$ cat src/rtl/multiword_add_sequencer.sv
// Multi-word unsigned adder that reuses one narrow ripple-carry adder, one CHUNK_W
// slice per clock (LSB first), with valid/ready handshakes on both sides.

module ripple_carry_adder #(
   parameter int WIDTH = 5
) (
   input  logic [WIDTH-1:0] i_add_term1,
   input  logic [WIDTH-1:0] i_add_term2,
   output logic [WIDTH:0]   o_result
);

   logic [WIDTH:0] carry;

   assign carry[0] = 1'b0;

   for (genvar g = 0; g < WIDTH; g++) begin : g_fa
      logic p;
      assign p             = i_add_term1[g] ^ i_add_term2[g];
      assign o_result[g]   = p ^ carry[g];
      assign carry[g+1]    = (i_add_term1[g] & i_add_term2[g]) | (p & carry[g]);
   end

   assign o_result[WIDTH] = carry[WIDTH];

endmodule

// state    | meaning
// ST_IDLE  | waiting for an operand pair; o_ready high unless flushing
// ST_RUN   | adding slice idx_q, carry chained through carry_q
// ST_DONE  | o_sum complete, o_valid high until downstream takes it
module multiword_add_sequencer #(
   parameter int CHUNK_W  = 4,
   parameter int N_CHUNKS = 4
) (
   input  logic                           i_clk,
   input  logic                           i_rst_n,
   input  logic                           i_valid,
   output logic                           o_ready,
   input  logic [CHUNK_W*N_CHUNKS-1:0]    i_operand_a,
   input  logic [CHUNK_W*N_CHUNKS-1:0]    i_operand_b,
   input  logic                           i_flush,
   output logic                           o_valid,
   input  logic                           i_ready,
   output logic [CHUNK_W*N_CHUNKS:0]      o_sum
);

   localparam int OP_W  = CHUNK_W * N_CHUNKS;
   localparam int IDX_W = (N_CHUNKS > 1) ? $clog2(N_CHUNKS) : 1;
   localparam logic [IDX_W-1:0] IDX_LAST = IDX_W'(N_CHUNKS - 1);

   localparam logic [1:0] ST_IDLE = 2'd0;
   localparam logic [1:0] ST_RUN  = 2'd1;
   localparam logic [1:0] ST_DONE = 2'd2;

   logic [1:0]       state_q, state_d;
   logic [IDX_W-1:0] idx_q, idx_d;
   logic             carry_q, carry_d;
   logic [OP_W-1:0]  a_q, a_d;
   logic [OP_W-1:0]  b_q, b_d;
   logic [OP_W:0]    sum_q, sum_d;

   logic [CHUNK_W-1:0] a_slice;
   logic [CHUNK_W-1:0] b_slice;
   logic [CHUNK_W+1:0] add_res;
   logic [CHUNK_W-1:0] slice_sum;
   logic               slice_cout;
   logic               unused_lsb;

   always_comb begin
      a_slice = '0;
      b_slice = '0;
      for (int k = 0; k < N_CHUNKS; k++) begin
         if (idx_q == IDX_W'(k)) begin
            a_slice = a_q[k*CHUNK_W +: CHUNK_W];
            b_slice = b_q[k*CHUNK_W +: CHUNK_W];
         end
      end
   end

   // The forced 1 in bit 0 turns carry_q into a carry-in at bit 1 of the adder.
   ripple_carry_adder #(
      .WIDTH (CHUNK_W + 1)
   ) u_adder (
      .i_add_term1 ({a_slice, 1'b1}),
      .i_add_term2 ({b_slice, carry_q}),
      .o_result    (add_res)
   );

   assign slice_sum  = add_res[CHUNK_W:1];
   assign slice_cout = add_res[CHUNK_W+1];
   assign unused_lsb = add_res[0];

   always_comb begin
      state_d = state_q;
      idx_d   = idx_q;
      carry_d = carry_q;
      a_d     = a_q;
      b_d     = b_q;
      sum_d   = sum_q;
      if (i_flush) begin
         state_d = ST_IDLE;
         idx_d   = '0;
         carry_d = 1'b0;
      end else begin
         case (state_q)
            ST_IDLE: begin
               if (i_valid) begin
                  a_d     = i_operand_a;
                  b_d     = i_operand_b;
                  sum_d   = '0;
                  carry_d = 1'b0;
                  idx_d   = '0;
                  state_d = ST_RUN;
               end
            end
            ST_RUN: begin
               for (int k = 0; k < N_CHUNKS; k++) begin
                  if (idx_q == IDX_W'(k)) begin
                     sum_d[k*CHUNK_W +: CHUNK_W] = slice_sum;
                  end
               end
               carry_d = slice_cout;
               if (idx_q == IDX_LAST) begin
                  sum_d[OP_W] = slice_cout;
                  state_d     = ST_DONE;
               end else begin
                  idx_d = idx_q + 1'b1;
               end
            end
            ST_DONE: begin
               if (i_ready) begin
                  state_d = ST_IDLE;
               end
            end
            default: begin
               state_d = ST_IDLE;
            end
         endcase
      end
   end

   always_ff @(posedge i_clk or negedge i_rst_n) begin
      if (!i_rst_n) begin
         state_q <= ST_IDLE;
         idx_q   <= '0;
         carry_q <= 1'b0;
         a_q     <= '0;
         b_q     <= '0;
         sum_q   <= '0;
      end else begin
         state_q <= state_d;
         idx_q   <= idx_d;
         carry_q <= carry_d;
         a_q     <= a_d;
         b_q     <= b_d;
         sum_q   <= sum_d;
      end
   end

   assign o_ready = (state_q == ST_IDLE) && !i_flush;
   assign o_valid = (state_q == ST_DONE);
   assign o_sum   = sum_q;

endmodule

$ cat config.mk
export PLATFORM = sky130hd
export DESIGN_NAME = multiword_add_sequencer
export DESIGN_NICKNAME = d
export VERILOG_FILES = /design/src/rtl/multiword_add_sequencer.sv
export SDC_FILE = /design/constraint.sdc
export NUM_CORES = 1
export LEC_CHECK = 0
export BUFFER_PORTS_ARGS = -buffer_cell sky130_fd_sc_hd__buf_2
export CAP_MARGIN = 10
export CORE_AREA = 5 5 74 76
export DETAILED_ROUTE_END_ITERATION = 6
export DIE_AREA = 0 0 79 81
export HOLD_SLACK_MARGIN = 0.08
export PLACE_DENSITY_LB_ADDON = 0.1
export SLEW_MARGIN = 20
export SYNTH_ARGS = -nofsm -noshare
export SYNTH_HDL_FRONTEND = slang
export SYNTH_SLANG_ARGS = --single-unit
$ cat constraint.sdc
create_clock -name i_clk -period 6.7 [get_ports i_clk]
set_input_delay 0.335 -clock i_clk [delete_from_list [all_inputs] [get_ports i_clk]]
set_output_delay 0.335 -clock i_clk [all_outputs]
set_load 0.01 [all_outputs]
# Word-level counts from Yosys, hierarchy flattened
# Index checks and enable logic that the tools add are counted.
# classes
n_reduce_logical	14
eq_ne	14
addsub	1
muxes	27
n_bitwise	21
# ops
operator	n
$mux 4	12
$pmux 17 s2	1
$mux 17	1
$reduce_and 4->1	4
$mux 2	7
$ne 2x2->1 const B	5
$ne 3x3->1 const B	3
$reduce_and 3->1	3
$and 1x1->1	8
$xor 1x1->1	8
$eq 2x2->1 const B	3
$pmux 2 s3	1
$eq 2x1->1 const B	2
$logic_not 2->1	2
$or 1x1->1	4
$pmux 2 s2	1
$mux 1	3
$ne 3x2->1 const B	1
$reduce_bool 3->1	1
$add 2x1->2 const B	1
$pmux 1 s2	1
$reduce_and 2->1	1
$reduce_bool 2->1	1
$logic_and 1x1->1	1
other kinds (2)	2
# totals
elab_cells	86
regBits	54
inputBits	37
out_inout_bits	19

# Longest topological paths before layout
# depth
word_depth	16
mapped_depth	16

# Modules after synthesis
# From an unflattened synthesis, not the netlist that was laid out.
# unflattened
hier_cells	213
hier_area_um2	2780.2
# modules_own_cells
mod	cells_each	seq_area_each_um2	n_inst	area_per_inst_um2
multiword_add_sequencer	202	1351.3	1	2661.3
ripple_carry_adder	11	0.0	1	118.9

# Worst setup path before layout
# Ideal clock, no wire load.
# synth_timing
path_kind	register to register
start	register idx_q[0]
end	register sum_q[15], in the netlist o_sum[15]
period_less_slack_ns	3.296
stages_incl_launch_ff	16
slack_ns	3.404
setup_ns	0.128
arrival_ns	3.169
n_path_buf	2
cell_sequence	dfrtp_1 inv_1 ha_1 clkbuf_1 clkbuf_1 a21oi_1 o21ai_0 a22oi_1 fa_1 inv_1 fa_1 inv_1 fa_1 fa_1 nor2_1 mux2_1
# synth_via
elab_chain_len	15
# synth_lines
item	line_no	text
start: declaration	56	logic [IDX_W-1:0] idx_q, idx_d;
start signal: assignment	152	idx_q <= idx_d;
$logic_not 2->1	73	if (idx_q == IDX_W'(k)) begin
$mux 4 (4 in a row)	73	
$xor 1x1->1	18	assign p = i_add_term1[g] ^ i_add_term2[g];
$and 1x1->1	20	assign carry[g+1] = (i_add_term1[g] & i_add_term2[g]) | (p & carry[g]);
$or 1x1->1	20	
$and 1x1->1	20	
$or 1x1->1	20	
$and 1x1->1	20	
$or 1x1->1	20	
$xor 1x1->1	19	assign o_result[g] = p ^ carry[g];
$mux 4	118	if (idx_q == IDX_W'(k)) begin
$pmux 17 s2	105	case (state_q)
end signal: assignment	156	sum_q <= sum_d;
end: declaration	60	logic [OP_W:0] sum_q, sum_d;
# Several ways; a longest one is shown, not always the timed one. The select of a mux whose other input is x is not followed.
# A chain may end at the register's enable or synchronous reset.

# Worst setup path after layout
# Same ends and word-level chain as after synthesis.

==> flow_summary.json <==
{
  "wire_per_inst_um": 16.91,
  "cts_tree": "yes",
  "hold_buffers": 0,
  "dp.cells": 299,
  "area.growth.synth_to_final_pct": 12.84,
  "final_util_pct": 65.58,
  "cts.sinks": 54,
  "syn-cell-area_sq_mm": 0.002709,
  "path_clk_slew_ns": 0.09,
  "r2r_slack_ns": 3.27,
  "reg2reg_from": "idx_q[0]$_DFFE_PN0P_",
  "min_path_type": "in2async",
  "drive_gt1_share_pct": 45.06,
  "cts_htree_levels": 2,
  "cts.repair.resized": 0,
  "fin_cells": 307,
  "die_area_sq_mm": 0.006399,
  "grt_setup_unrepaired": "false",
  "path_buf_inv": 3,
  "maxSlewHeadroom_pct": 51.01,
  "core_sq_mm": 0.004661,
  "min_period_ns": 3.432,
  "vias": 1694,
  "worst_ep_arrival_time_ns": 3.63,
  "synth.avg_cell_area_sq_um": 13.61,
  "synth_nets": 244,
  "fp-row-count": 25,
  "reg2reg_to": "o_sum[15]$_DFFE_PN0P_",
  "fmaxAchievable_mhz": 291.4,
  "ctsRootBufferMaster": "clkbuf_8",
  "cap_viol_max_count": 0,
  "yosysUniqueCellTypes": 31,
  "worst_path_largest_cell_delay_ns": 0.53,
  "start_util_pct": 58.12,
  "finClkSkew_ns": 0.003967,
  "clk_latency_ns": 0.31,
  "yosys_warnings": 0,
  "antenna_found_initial": 0,
  "final_nets": 297,
  "rr_worst_depth": 13,
  "wl_um": 5192,
  "postRouteAntennaNets": 0,
  "maxSlewViolCount": 0,
  "grt_first_pass_wirelength_um": 8431,
  "grt_max_degree": 55,
  "drcViolationCount": 0,
  "num_antenna_cells": 0,
  "post_cts_buffers": 0,
  "critPathKind": "reg2reg",
  "gp_congestion": 0.7384,
  "clockBufferDepth": 2,
  "power_density_mw_per_mm2": 284.6,
  "status": "finished, final reports clean",
  "fillerInstances": 362,
  "cp.required_ns": 6.90,
  "seq_area_frac_synth_pct": 49.88,
  "io_buffer_count": 55,
  "ios": 56,
  "place_area_sq_mm": 0.002965,
  "synth_top_area_share_pct": 49.88,
  "numCtsBuffers": 5,
  "fin_hold_ws_ns": 0.1418,
  "crit_fanout": 17,
  "crit_path_top_delay_cell": "ha_1",
  "detail_route.first_pass.iterations": 4,
  "finalHoldViolCount": 0,
  "period_share_pct": 51.22,
  "cp_top_family": "adder cells",
  "fp.dieH_um": 81,
  "syn_inst": 199,
  "drt_iter0_drc": 63,
  "leakage_uw": 0.001517,
  "die_x_um": 79,
  "grt_use_total_pct": 17.26,
  "synth-seq-cells": 54,
  "grt_overflow": 0,
  "crit_top_cell": "fa_1",
  "end_kind": "flip-flop",
  "ir_worst_vdd_mv": 0.1307,
  "setup_viol": 0,
  "final_area_sq_mm": 0.003057,
  "synthTopCellsByArea": "dfrtp_1 (50%), mux2_4 (17%), mux2_2 (6.2%), fa_1 (3.0%), a21oi_1 (2.4%)",
  "yosys.area.top_type": "dfrtp_1",
  "cp_cell_sequence": "inv_1, ha_1, a21oi_1, o21ai_0, a22oi_1, fa_1, inv_1, fa_1, inv_1, fa_1, fa_1, nor2_1, mux2_1",
  "worstMarginPinSlew_ns": 0.7349,
  "post-dp-hpwl_um": 3787,
  "final.setup.tns_ns": 0,
  "grt_pass1_vias": 1722,
  "startpoint_type": "flip-flop",
  "viasPerCell": 5.518
}
-- logic make-up (layout without fill, tap and decap cells) --
kind of cell,after synthesis,after routing,synth area share [%]
and+or+nand+nor,29,29,5.866
buffers and inverters,23,77,5.266
DFF,54,54,49.88
adders and majority gates,8,8,4.804
muxes,49,49,24.53
AOI/OAI and AO/OA,36,36,9.654
-- layout by cell type, fill, tap and decap left out, types with 3 or more instances in the layout --
cell type / netlist / final
buf_2: 0 / 55
dfrtp_1: 54 / 54
mux2_4: 30 / 30
mux2_2: 15 / 15
a21oi_1: 13 / 13
inv_1: 13 / 13
nand2_1: 10 / 10
a22oi_1: 6 / 6
nor2_1: 6 / 6
clkbuf_8: 0 / 6
nor2b_1: 4 / 4
a221o_1: 4 / 4
mux2_1: 4 / 4
fa_1: 4 / 4
ha_1: 4 / 4
nand2b_1: 3 / 3
a21oi_2: 3 / 3
-- worst reg2reg max path, stage by stage (launching register included) --
cell and delay [ns]:
dfrtp_1 0.44, inv_1 0.10, ha_1 0.53, a21oi_1 0.07, o21ai_0 0.10, a22oi_1 0.12
fa_1 0.44, inv_1 0.08, fa_1 0.16, inv_1 0.05, fa_1 0.37, fa_1 0.49
nor2_1 0.07, mux2_1 0.30
-- stage by stage --
step,setup slack [ns],power (uW)
after detailed placement,3.297,692.6
after global placement,3.418,685.8
after floorplan,3.404,607.1
final,3.268,869.9
after CTS,3.275,876.5
after global routing,2.950,923.2
-- final cells by class --
class	instances	area (sq um)	area share (%)
sequential	54	1351	44.21
timing repair buffer	56	282.8	9.251
inverter	13	48.80	1.596
clock inverter	1	5.005	0.1637
clock buffer	7	86.33	2.824
multi-input combinational	122	1215	39.75
tap	54	67.56	2.210
-- how the worst max path moves through the flow --
stage / start / to / slack, ns / cells after the start
after floorplan: idx_q[0]$_DFFE_PN0P_ / o_sum[15]$_DFFE_PN0P_ / 3.40 / 15
after global placement: idx_q[0]$_DFFE_PN0P_ / o_sum[16]$_DFFE_PN0P_ / 3.42 / 13
after detailed placement: idx_q[0]$_DFFE_PN0P_ / o_sum[15]$_DFFE_PN0P_ / 3.30 / 13
after CTS: idx_q[0]$_DFFE_PN0P_ / o_sum[15]$_DFFE_PN0P_ / 3.28 / 13
after global routing: idx_q[0]$_DFFE_PN0P_ / o_sum[15]$_DFFE_PN0P_ / 2.95 / 13
final: idx_q[0]$_DFFE_PN0P_ / o_sum[15]$_DFFE_PN0P_ / 3.27 / 13
-- power breakdown --
part | internal (uW) | switching, uW | total [uW] | leakage [uW]
registers | 397 | 43.7 | 441 | 0.000673
clock network | 83.6 | 103 | 187 | 0.0000482
logic | 135 | 108 | 243 | 0.000796
total | 615 | 255 | 870 | 0.00152
-- sequential cells by signal, summed over array words and instances, names as in the netlist --
name,cells
a_q,16
idx_q,2
state_q,2
o_sum,17
carry_q,1
b_q,16
-- Yosys cell counts --
cell type / count
o21bai_1: 1
a21oi_2: 3
o32a_1: 1
mux2_4: 30
a221oi_1: 2
o21ai_0: 2
nand2b_2: 1
inv_1: 13
dfrtp_1: 54
or2_1: 1
nand2_1: 10
mux2_2: 15
fa_1: 4
mux2_1: 4
a21oi_1: 13
o31a_1: 1
nor2_1: 6
clkbuf_1: 6
nand3_1: 1
a21oi_4: 1
ha_1: 4
a221o_1: 4
buf_6: 1
nand2b_1: 3
buf_12: 3
o31ai_1: 2
nor3b_1: 1
nor2b_1: 4
nor2_8: 1
nand3b_1: 1
a22oi_1: 6
-- layer usage --
metal	track usage (%)	vias up	routed length, um
li1	-	801	-
met1	24.03	842	2449
met2	26.77	44	2368
met3	4.435	7	305
met4	5.155	0	68
met5	0	-	0
Note: power is estimated with default switching activity, not from simulation.
